$ cat src/rtl/fnd_pkg.sv
// Shared constants and types for the four-digit seven-segment scan controller.
// Codes 0x00-0x0F are hex/blank, and codes 0x10-0x17 are the letter glyphs.
package fnd_pkg;

    localparam int NUM_DIGITS = 4;

    typedef logic [4:0] code_t;
    typedef code_t [NUM_DIGITS-1:0] code_vec_t;

    localparam code_t BLANK_CODE = 5'h0F;
    localparam code_t CODE_E     = 5'h10;
    localparam code_t CODE_R     = 5'h11;
    localparam code_t CODE_RDOT  = 5'h12;
    localparam code_t CODE_T     = 5'h13;
    localparam code_t CODE_O     = 5'h14;
    localparam code_t CODE_U     = 5'h15;
    localparam code_t CODE_H     = 5'h16;
    localparam code_t CODE_D     = 5'h17;

    // One complete display frame, held both as the shadow copy and as the active copy.
    typedef struct packed {
        code_vec_t               codes;
        logic [NUM_DIGITS-1:0]   mask;
        logic                    lz;
    } frame_t;

    localparam frame_t FRAME_RST = '{codes: {NUM_DIGITS{BLANK_CODE}}, mask: '0, lz: 1'b0};

endpackage

$ cat src/rtl/fnd_scan_ctrl_tick_gen.sv
// Free-running modulo-DIV counter that emits a single-cycle tick on its last count.
// While clr is high, the counter is held at zero and no tick is emitted.
module tick_gen #(
    parameter int DIV = 4
) (
    input  logic clk,
    input  logic reset_n,
    input  logic clr,
    output logic tick
);

    localparam int CW = (DIV > 1) ? $clog2(DIV) : 1;
    localparam logic [CW-1:0] LAST = CW'(DIV - 1);

    logic [CW-1:0] cnt;

    always_ff @(posedge clk or negedge reset_n) begin
        if (!reset_n) begin
            cnt <= '0;
        end else if (clr || cnt == LAST) begin
            cnt <= '0;
        end else begin
            cnt <= cnt + 1'b1;
        end
    end

    assign tick = !clr && (cnt == LAST);

endmodule

$ cat src/rtl/fnd_scan_ctrl.sv
// Four-digit scan controller: it multiplexes the display codes onto bcd and drives the commons with a ghost guard.
// It also provides frame-atomic shadow loads, leading-zero blanking and per-digit blinking.
module fnd_scan_ctrl
    import fnd_pkg::*;
#(
    parameter int CLK_HZ   = 100_000_000,
    parameter int SCAN_HZ  = 1000,
    parameter int BLINK_HZ = 2
) (
    input  logic       clk,
    input  logic       reset_n,
    input  logic       en,
    input  logic       load,
    input  logic [4:0] digit0,
    input  logic [4:0] digit1,
    input  logic [4:0] digit2,
    input  logic [4:0] digit3,
    input  logic [3:0] blink_mask,
    input  logic       lz_en,
    output logic       pending,
    output logic [4:0] bcd,
    output logic [3:0] fnd_com
);

    localparam int DIV       = CLK_HZ / SCAN_HZ;
    localparam int BLINK_DIV = CLK_HZ / (2 * BLINK_HZ);

    logic       scan_tick;
    logic       blink_tick;
    logic       boundary;

    frame_t     in_frame;
    frame_t     shadow;
    frame_t     act;
    frame_t     act_nxt;
    logic       pending_nxt;
    logic [1:0] idx;
    logic [1:0] idx_nxt;
    logic       armed;
    logic       armed_nxt;
    logic       phase;
    logic       phase_nxt;
    code_t      bcd_nxt;
    logic [3:0] com_nxt;

    tick_gen #(.DIV(DIV)) u_scan_tick (
        .clk     (clk),
        .reset_n (reset_n),
        .clr     (!en),
        .tick    (scan_tick)
    );

    tick_gen #(.DIV(BLINK_DIV)) u_blink_tick (
        .clk     (clk),
        .reset_n (reset_n),
        .clr     (1'b0),
        .tick    (blink_tick)
    );

    // Blink blanking has priority, then leading-zero blanking (digit 0 never blanks), then the active code.
    function automatic code_t digit_code(input code_vec_t codes, input logic [NUM_DIGITS-1:0] mask,
                                         input logic lz, input logic [1:0] sel, input logic ph);
        logic z3, z2, z1, lz_blank;
        z3 = (codes[3] == 5'h00);
        z2 = z3 && (codes[2] == 5'h00);
        z1 = z2 && (codes[1] == 5'h00);
        case (sel)
            2'd3:    lz_blank = lz && z3;
            2'd2:    lz_blank = lz && z2;
            2'd1:    lz_blank = lz && z1;
            default: lz_blank = 1'b0;
        endcase
        if (!ph && mask[sel]) begin
            digit_code = BLANK_CODE;
        end else if (lz_blank) begin
            digit_code = BLANK_CODE;
        end else begin
            digit_code = codes[sel];
        end
    endfunction

    assign in_frame = '{codes: {digit3, digit2, digit1, digit0}, mask: blink_mask, lz: lz_en};

    // The first tick after enable only arms the scan, so that digit 0 lights after one full DIV count; it also counts as a frame boundary.
    assign boundary = scan_tick && (!armed || idx == 2'd3);

    always_comb begin
        act_nxt     = act;
        pending_nxt = pending;
        if (boundary) begin
            if (load) begin
                act_nxt = in_frame;
            end else if (pending) begin
                act_nxt = shadow;
            end
            pending_nxt = 1'b0;
        end else if (load) begin
            pending_nxt = 1'b1;
        end

        idx_nxt   = idx;
        armed_nxt = armed;
        if (!en) begin
            idx_nxt   = 2'd0;
            armed_nxt = 1'b0;
        end else if (scan_tick) begin
            if (armed) begin
                idx_nxt = idx + 2'd1;
            end else begin
                armed_nxt = 1'b1;
            end
        end

        phase_nxt = blink_tick ? ~phase : phase;

        // bcd tracks the post-edge state, so new codes appear one cycle after the boundary tick.
        bcd_nxt = (en && armed_nxt) ? digit_code(act_nxt.codes, act_nxt.mask, act_nxt.lz, idx_nxt, phase_nxt)
                                    : BLANK_CODE;
        com_nxt = (!en || scan_tick || !armed) ? 4'b1111 : ~(4'b0001 << idx);
    end

    always_ff @(posedge clk or negedge reset_n) begin
        if (!reset_n) begin
            shadow  <= FRAME_RST;
            act     <= FRAME_RST;
            pending <= 1'b0;
            idx     <= 2'd0;
            armed   <= 1'b0;
            phase   <= 1'b1;
            bcd     <= BLANK_CODE;
            fnd_com <= 4'b1111;
        end else begin
            if (load) begin
                shadow <= in_frame;
            end
            act     <= act_nxt;
            pending <= pending_nxt;
            idx     <= idx_nxt;
            armed   <= armed_nxt;
            phase   <= phase_nxt;
            bcd     <= bcd_nxt;
            fnd_com <= com_nxt;
        end
    end

endmodule

$ cat config.mk
export PLATFORM = sky130hd
export DESIGN_NAME = fnd_scan_ctrl
export DESIGN_NICKNAME = d
export VERILOG_FILES = /design/src/rtl/fnd_pkg.sv /design/src/rtl/fnd_scan_ctrl_tick_gen.sv /design/src/rtl/fnd_scan_ctrl.sv
export SDC_FILE = /design/constraint.sdc
export NUM_CORES = 1
export LEC_CHECK = 0
export BUFFER_PORTS_ARGS = -buffer_cell sky130_fd_sc_hd__buf_4
export CAP_MARGIN = 15
export CORE_AREA = 2 2 121 76
export CTS_CLUSTER_DIAMETER = 200
export DETAILED_ROUTE_END_ITERATION = 16
export DIE_AREA = 0 0 123 78
export PLACE_DENSITY_LB_ADDON = 0.2
export RECOVER_POWER = 100
export SYNTH_ARGS = -nofsm -noshare
export SYNTH_HDL_FRONTEND = slang
export SYNTH_SLANG_ARGS = --single-unit
$ cat constraint.sdc
create_clock -name clk -period 3.8 [get_ports clk]
set_clock_uncertainty 0.1 [all_clocks]
set_input_delay 0.57 -clock clk [delete_from_list [all_inputs] [get_ports clk]]
set_output_delay 0.57 -clock clk [all_outputs]
set_load 0.01 [all_outputs]
# Yosys cells after proc, flatten, opt, wreduce, memory -nomap -nowiden

Cells that the tools add are included.

Bits of input ports: 29
Flip-flop bits (word level): 106
Logic and storage cells: 75
Output and inout bits: 10

Multiplexer cells: 22
Equal/unequal tests: 6
Reductions and logical operators: 20
Magnitude comparators: 1
Shifts and indexed selects: 1
$add $sub $neg: 3
Bitwise gates (word level): 2

Operator list:

| cell                                               | count |
|---|---|
| 2-to-1 mux 25 bit                                  | 4 |
| adder 25 x 1 -> 25 bit, second input constant      | 1 |
| == test 25 bit, second input constant              | 1 |
| 2-to-1 mux 5 bit                                   | 4 |
| adder 17 x 1 -> 17 bit, second input constant      | 1 |
| == test 17 bit, second input constant              | 1 |
| 2-to-1 mux 17 bit                                  | 1 |
| zero test 5 bit                                    | 3 |
| binary-select mux 5 bit (select 2 bit)             | 1 |
| logical AND 1 bit                                  | 9 |
| == test 2 bit, second input constant               | 3 |
| 2-to-1 mux 1 bit                                   | 6 |
| 2-to-1 mux 2 bit                                   | 3 |
| logical OR 1 bit                                   | 4 |
| 2-to-1 mux 4 bit                                   | 1 |
| NOT 4 bit                                          | 1 |
| left shift 1 x 2 -> 4 bit, first input constant    | 1 |
| zero test 1 bit                                    | 3 |
| < comparator 2 x 3 -> 1 bit, second input constant | 1 |
| case mux 1 bit (3 select lines)                    | 1 |
| adder 2 x 1 -> 2 bit, second input constant        | 1 |
| binary-select mux 1 bit (select 2 bit)             | 1 |
| == test 2 x 1 -> 1 bit, second input constant      | 1 |
| nonzero test 2 bit                                 | 1 |
| NOT 1 bit                                          | 1 |

# Depth between registers and ports, before layout

Depth in word-level cells: 12
Mapped depth: 13
Gate-level depth less buffers: 11

# By module

Synthesis repeated with hierarchy kept, for this count alone.

Cells, all modules: 461
Area total of the unflattened synthesis: 5122.4 um^2

By module, submodules not included:

| module                  | instances | area each (um^2) | seq. area each (um^2) | cells an instance |
|---|---|---|---|---|
| fnd_scan_ctrl           | 1         | 2906.5           | 1652.8                | 229 |
| tick_gen (u_blink_tick) | 1         | 1367.6           | 625.6                 | 145 |
| tick_gen (u_scan_tick)  | 1         | 848.3            | 425.4                 | 87 |

# Worst setup path after synthesis

OpenSTA, ideal clock, no wires.

Path type: flip-flop to flip-flop
Start: register u_scan_tick.cnt[14]
End: register bcd[4]
Data arrival time: 3.229 ns
Required time: 3.632 ns
Clock period less this slack: 3.396 ns
Path buffers: 2
Stages on the path, launching flop included: 11
Setup slack: 0.404 ns
Library setup time: 0.068 ns
Cell sequence: dfrtp_1 > or4b_1 > or4_1 > buf_2 > nor3_2 > buf_4 > mux2_2 > mux4_2 > nand2b_1 > nand2_1 > and4b_1

RTL lines:

| what                     | RTL line                     | text |
|---|---|---|
| start: declaration       | fnd_scan_ctrl_tick_gen.sv:15 | `logic [CW-1:0] cnt;` |
| start signal: assignment | fnd_scan_ctrl_tick_gen.sv:23 | `cnt <= cnt + 1'b1;` |
| end signal: assignment   | fnd_scan_ctrl.sv:141         | `bcd <= bcd_nxt;` |
| end: declaration         | fnd_scan_ctrl.sv:21          | `output logic [4:0] bcd,` |

==> flow_metrics.py <==
metrics = {
    "status": {
        "run_status": "complete, but fails checks",
        "violations": "capacitance limit, slew limit",
    },
    "min_path": {
        "hold_end": "shadow[23]",
        "worstHoldStart": "digit3[3]",
        "hold_depth": 2,
        "min_path_type": "in2reg",
    },
    "detailed_routing": {
        "firstDrtPassIters": 4,
        "num_vias": 3316,
        "drt_iter0_markers": 326,
        "wirelength_um": 9690,
        "drc_errors": 0,
        "postRouteAntennaNets": 0,
        "wire_per_inst_um": 16.3,
        "vias_per_cell": 5.59,
    },
    "synthesis": {
        "syn_nets": 468,
        "synthArstFlopShare_pct": 100,
        "syn_inst": 430,
        "synth_enable_flop_cells": 0,
        "ys.flop_type": "dfrtp_1",
        "synth_top_area_cell": "dfrtp_1",
        "ys_top_cells_by_area": "dfrtp_1, dfstp_2, mux2_2",
        "synth_top_area_share_pct": 33.5,
        "synth-seq-cells": 106,
        "synthesis.area_um2": 4850,
        "ys_warn_count": 0,
        "synth-seq-area-share_pct": 55.7,
        "synth_cell_types": 50,
        "syn_area_per_cell_um2": 11.3,
    },
    "floorplan": {
        "fp.dieH_um": 78,
        "die_w_um": 123,
        "die_area_um2": 9590,
        "num_rows": 26,
        "io_pins": 39,
        "core_um2": 8390,
        "initial_core_util_pct": 57.8,
    },
    "worst_setup_path": {
        "worstPathArrival_ps": 3780,
        "rr_worst_depth": 9,
        "worstSetupEndpointType": "flop",
        "reg2reg_to": "bcd[4]",
        "start_kind": "flop",
        "crit_type": "reg2reg",
        "r2r_start": "u_scan_tick.cnt[14]",
        "crit_fanout": 20,
        "r2r_setup_slack_ps": 210,
        "crit_required_ps": 3990,
    },
    "job": {
        "drv_cap": 1,
    },
    "cells_and_area": {
        "final_cell_mix": "dfrtp_1, nand2_1, nor2_1, dfstp_2, buf_4",
        "nNetsFinal": 514,
        "multi_input_area_um2": 2020,
        "layout_commonest_cell": "dfrtp_1",
        "fillCellCount": 670,
        "area_growth_pct": 14.7,
        "antenna-diode-count": 0,
        "drive_above_1_share_pct": 21.2,
        "regArea_um2": 2700,
    },
    "power_and_ir_drop": {
        "power.leakage_nw": 2.48,
        "p_sw_share_pct": 20.2,
        "power.share.clock_pct": 43.8,
        "p_per_area_nw_per_um2": 410,
        "pwr-share-comb_pct": 4.5,
        "power.switching_mw": 0.461,
        "seq_power_share_pct": 51.7,
        "internal_power_mw": 1.82,
        "peakVddDrop_mv": 0.384,
    },
    "timing": {
        "setup_viol": 0,
        "fmax_mhz": 278,
        "fin_crit_ps": 3590,
        "drv_slew": 53,
        "hold_ws_ps": 355,
        "worstMarginPinSlew_ps": 2730,
        "slew_headroom_pct": -81.7,
        "fin_crit_sh_pct": 94.6,
        "tns_ps": 0,
        "rsz0062_at_grt": "false",
        "finalHoldViolations": 0,
    },
    "clock_network": {
        "cts_tree": "built",
        "cts-root-buf": "clkbuf_16",
        "cts_made_buffers": 9,
        "cts_resized": 0,
        "insertion_delay_ps": 340,
        "clock-sinks": 106,
        "clk_path_buf_depth": 2,
        "cts_setup_buffers": 0,
        "htreeDepth": 3,
        "cts_hold_buffers": 0,
        "clk_pin_slew_ps": 70,
    },
    "global_route": {
        "grt_pass1_vias": 3121,
        "grt_max_degree": 53,
        "grt-ovfl-total": 0,
        "grt_pass1_wl_um": 16200,
        "antenna_found_initial": 0,
        "track_usage_pct": 22.4,
    },
    "placement": {
        "place_congestion": 0.874,
        "portBuffers": 38,
        "dp_hpwl_um": 7040,
    },
}
[logic make-up (layout without fill, tap and decap cells)]
logic type | count (synthesis) | after routing | synth area share (%)
AO/OA/AOI/OAI | 45 | 45 | 6.01
XOR/XNOR | 34 | 34 | 6.14
adder cells (fa/ha/maj) | 9 | 9 | 2.32
buffers and inverters | 28 | 79 | 2.50
flip-flops | 106 | 106 | 55.7
multiplexers | 44 | 44 | 10.3
AND/OR/NAND/NOR | 164 | 164 | 17.0
[per-stage QoR]
step	instances	util [%]	setup WS (ps)	area, um2	power (mW)
after floorplan	430	-	404	4850	1.25
after global placement	577	63.2	297	5300	1.31
after detailed placement	577	63.2	226	5300	1.31
after CTS	593	67.1	203	5630	2.31
after global routing	593	66.3	27.3	5560	2.36
final	593	66.3	205	5560	2.28
[sequential cells by signal, indices dropped and copies added, names as in the netlist]
name and flops:
pending 1, idx 2, armed 1, phase 1
u_blink_tick.cnt 25, act 25, u_scan_tick.cnt 17, shadow 25
bcd 5, fnd_com 4
[critical path: stages (launching register included)]
cell	delay [ps]
dfrtp_1	410
or4b_1	560
or4_1	590
nor3_2	270
buf_12	210
mux2_1	360
mux4_2	520
nand2b_1	190
nand2_1	70
and4b_1	260
[power by group through the flow]
| stage | clock network (mW) | registers [mW] | logic, mW |
|---|---|---|---|
| 2_1_floorplan | 0 | 1.20 | 0.0499 |
| 3_3_place_gp | 0 | 1.20 | 0.108 |
| 3_5_place_dp | 0 | 1.20 | 0.110 |
| 4_1_cts | 1.02 | 1.18 | 0.111 |
| 5_1_grt | 1.07 | 1.18 | 0.115 |
| 6_report | 1.00 | 1.18 | 0.102 |
[routing by layer]
metal	part of all wire, %	up-vias	wire length (um)	track usage [%]
met5	0	-	0	0
met4	0.76	0	74	6.48
met3	6.3	8	607	5.22
met2	43	72	4170	30.9
met1	50	1651	4840	35.0
li1	-	1585	-	-
[layout make-up]
cell class | instances | share of cell area, %
multi-input combinational | 296 | 36.3
inverter | 14 | 0.944
tap | 112 | 2.52
sequential | 106 | 48.6
timing repair buffer | 49 | 5.73
clock buffer | 11 | 4.54
clock inverter | 5 | 1.37
[worst max-delay path by stage]
stage | startpoint | endpoint | slack, ps | cells after the start
2_1_floorplan | u_scan_tick.cnt[14] | bcd[4] | 400 | 10
3_3_place_gp | u_scan_tick.cnt[14] | bcd[4] | 300 | 9
3_5_place_dp | u_scan_tick.cnt[14] | bcd[4] | 230 | 9
4_1_cts | u_scan_tick.cnt[14] | bcd[4] | 200 | 9
5_1_grt | u_scan_tick.cnt[14] | bcd[4] | 30 | 9
6_report | u_scan_tick.cnt[14] | bcd[4] | 210 | 9
[cells in the mapped netlist (all sizes together), types with 3 or more instances]
cell	number
nor2	43
nand4	12
and3	11
nand2	48
or3	7
xnor2	14
mux2	36
buf	6
clkbuf	8
mux2i	7
a21oi	11
nor2b	3
inv	14
dfstp	41
xor2	20
nand4b	6
nand3	15
ha	9
dfrtp	65
nor3	6
o21ai	16
Power figures use the tool's default switching activity.
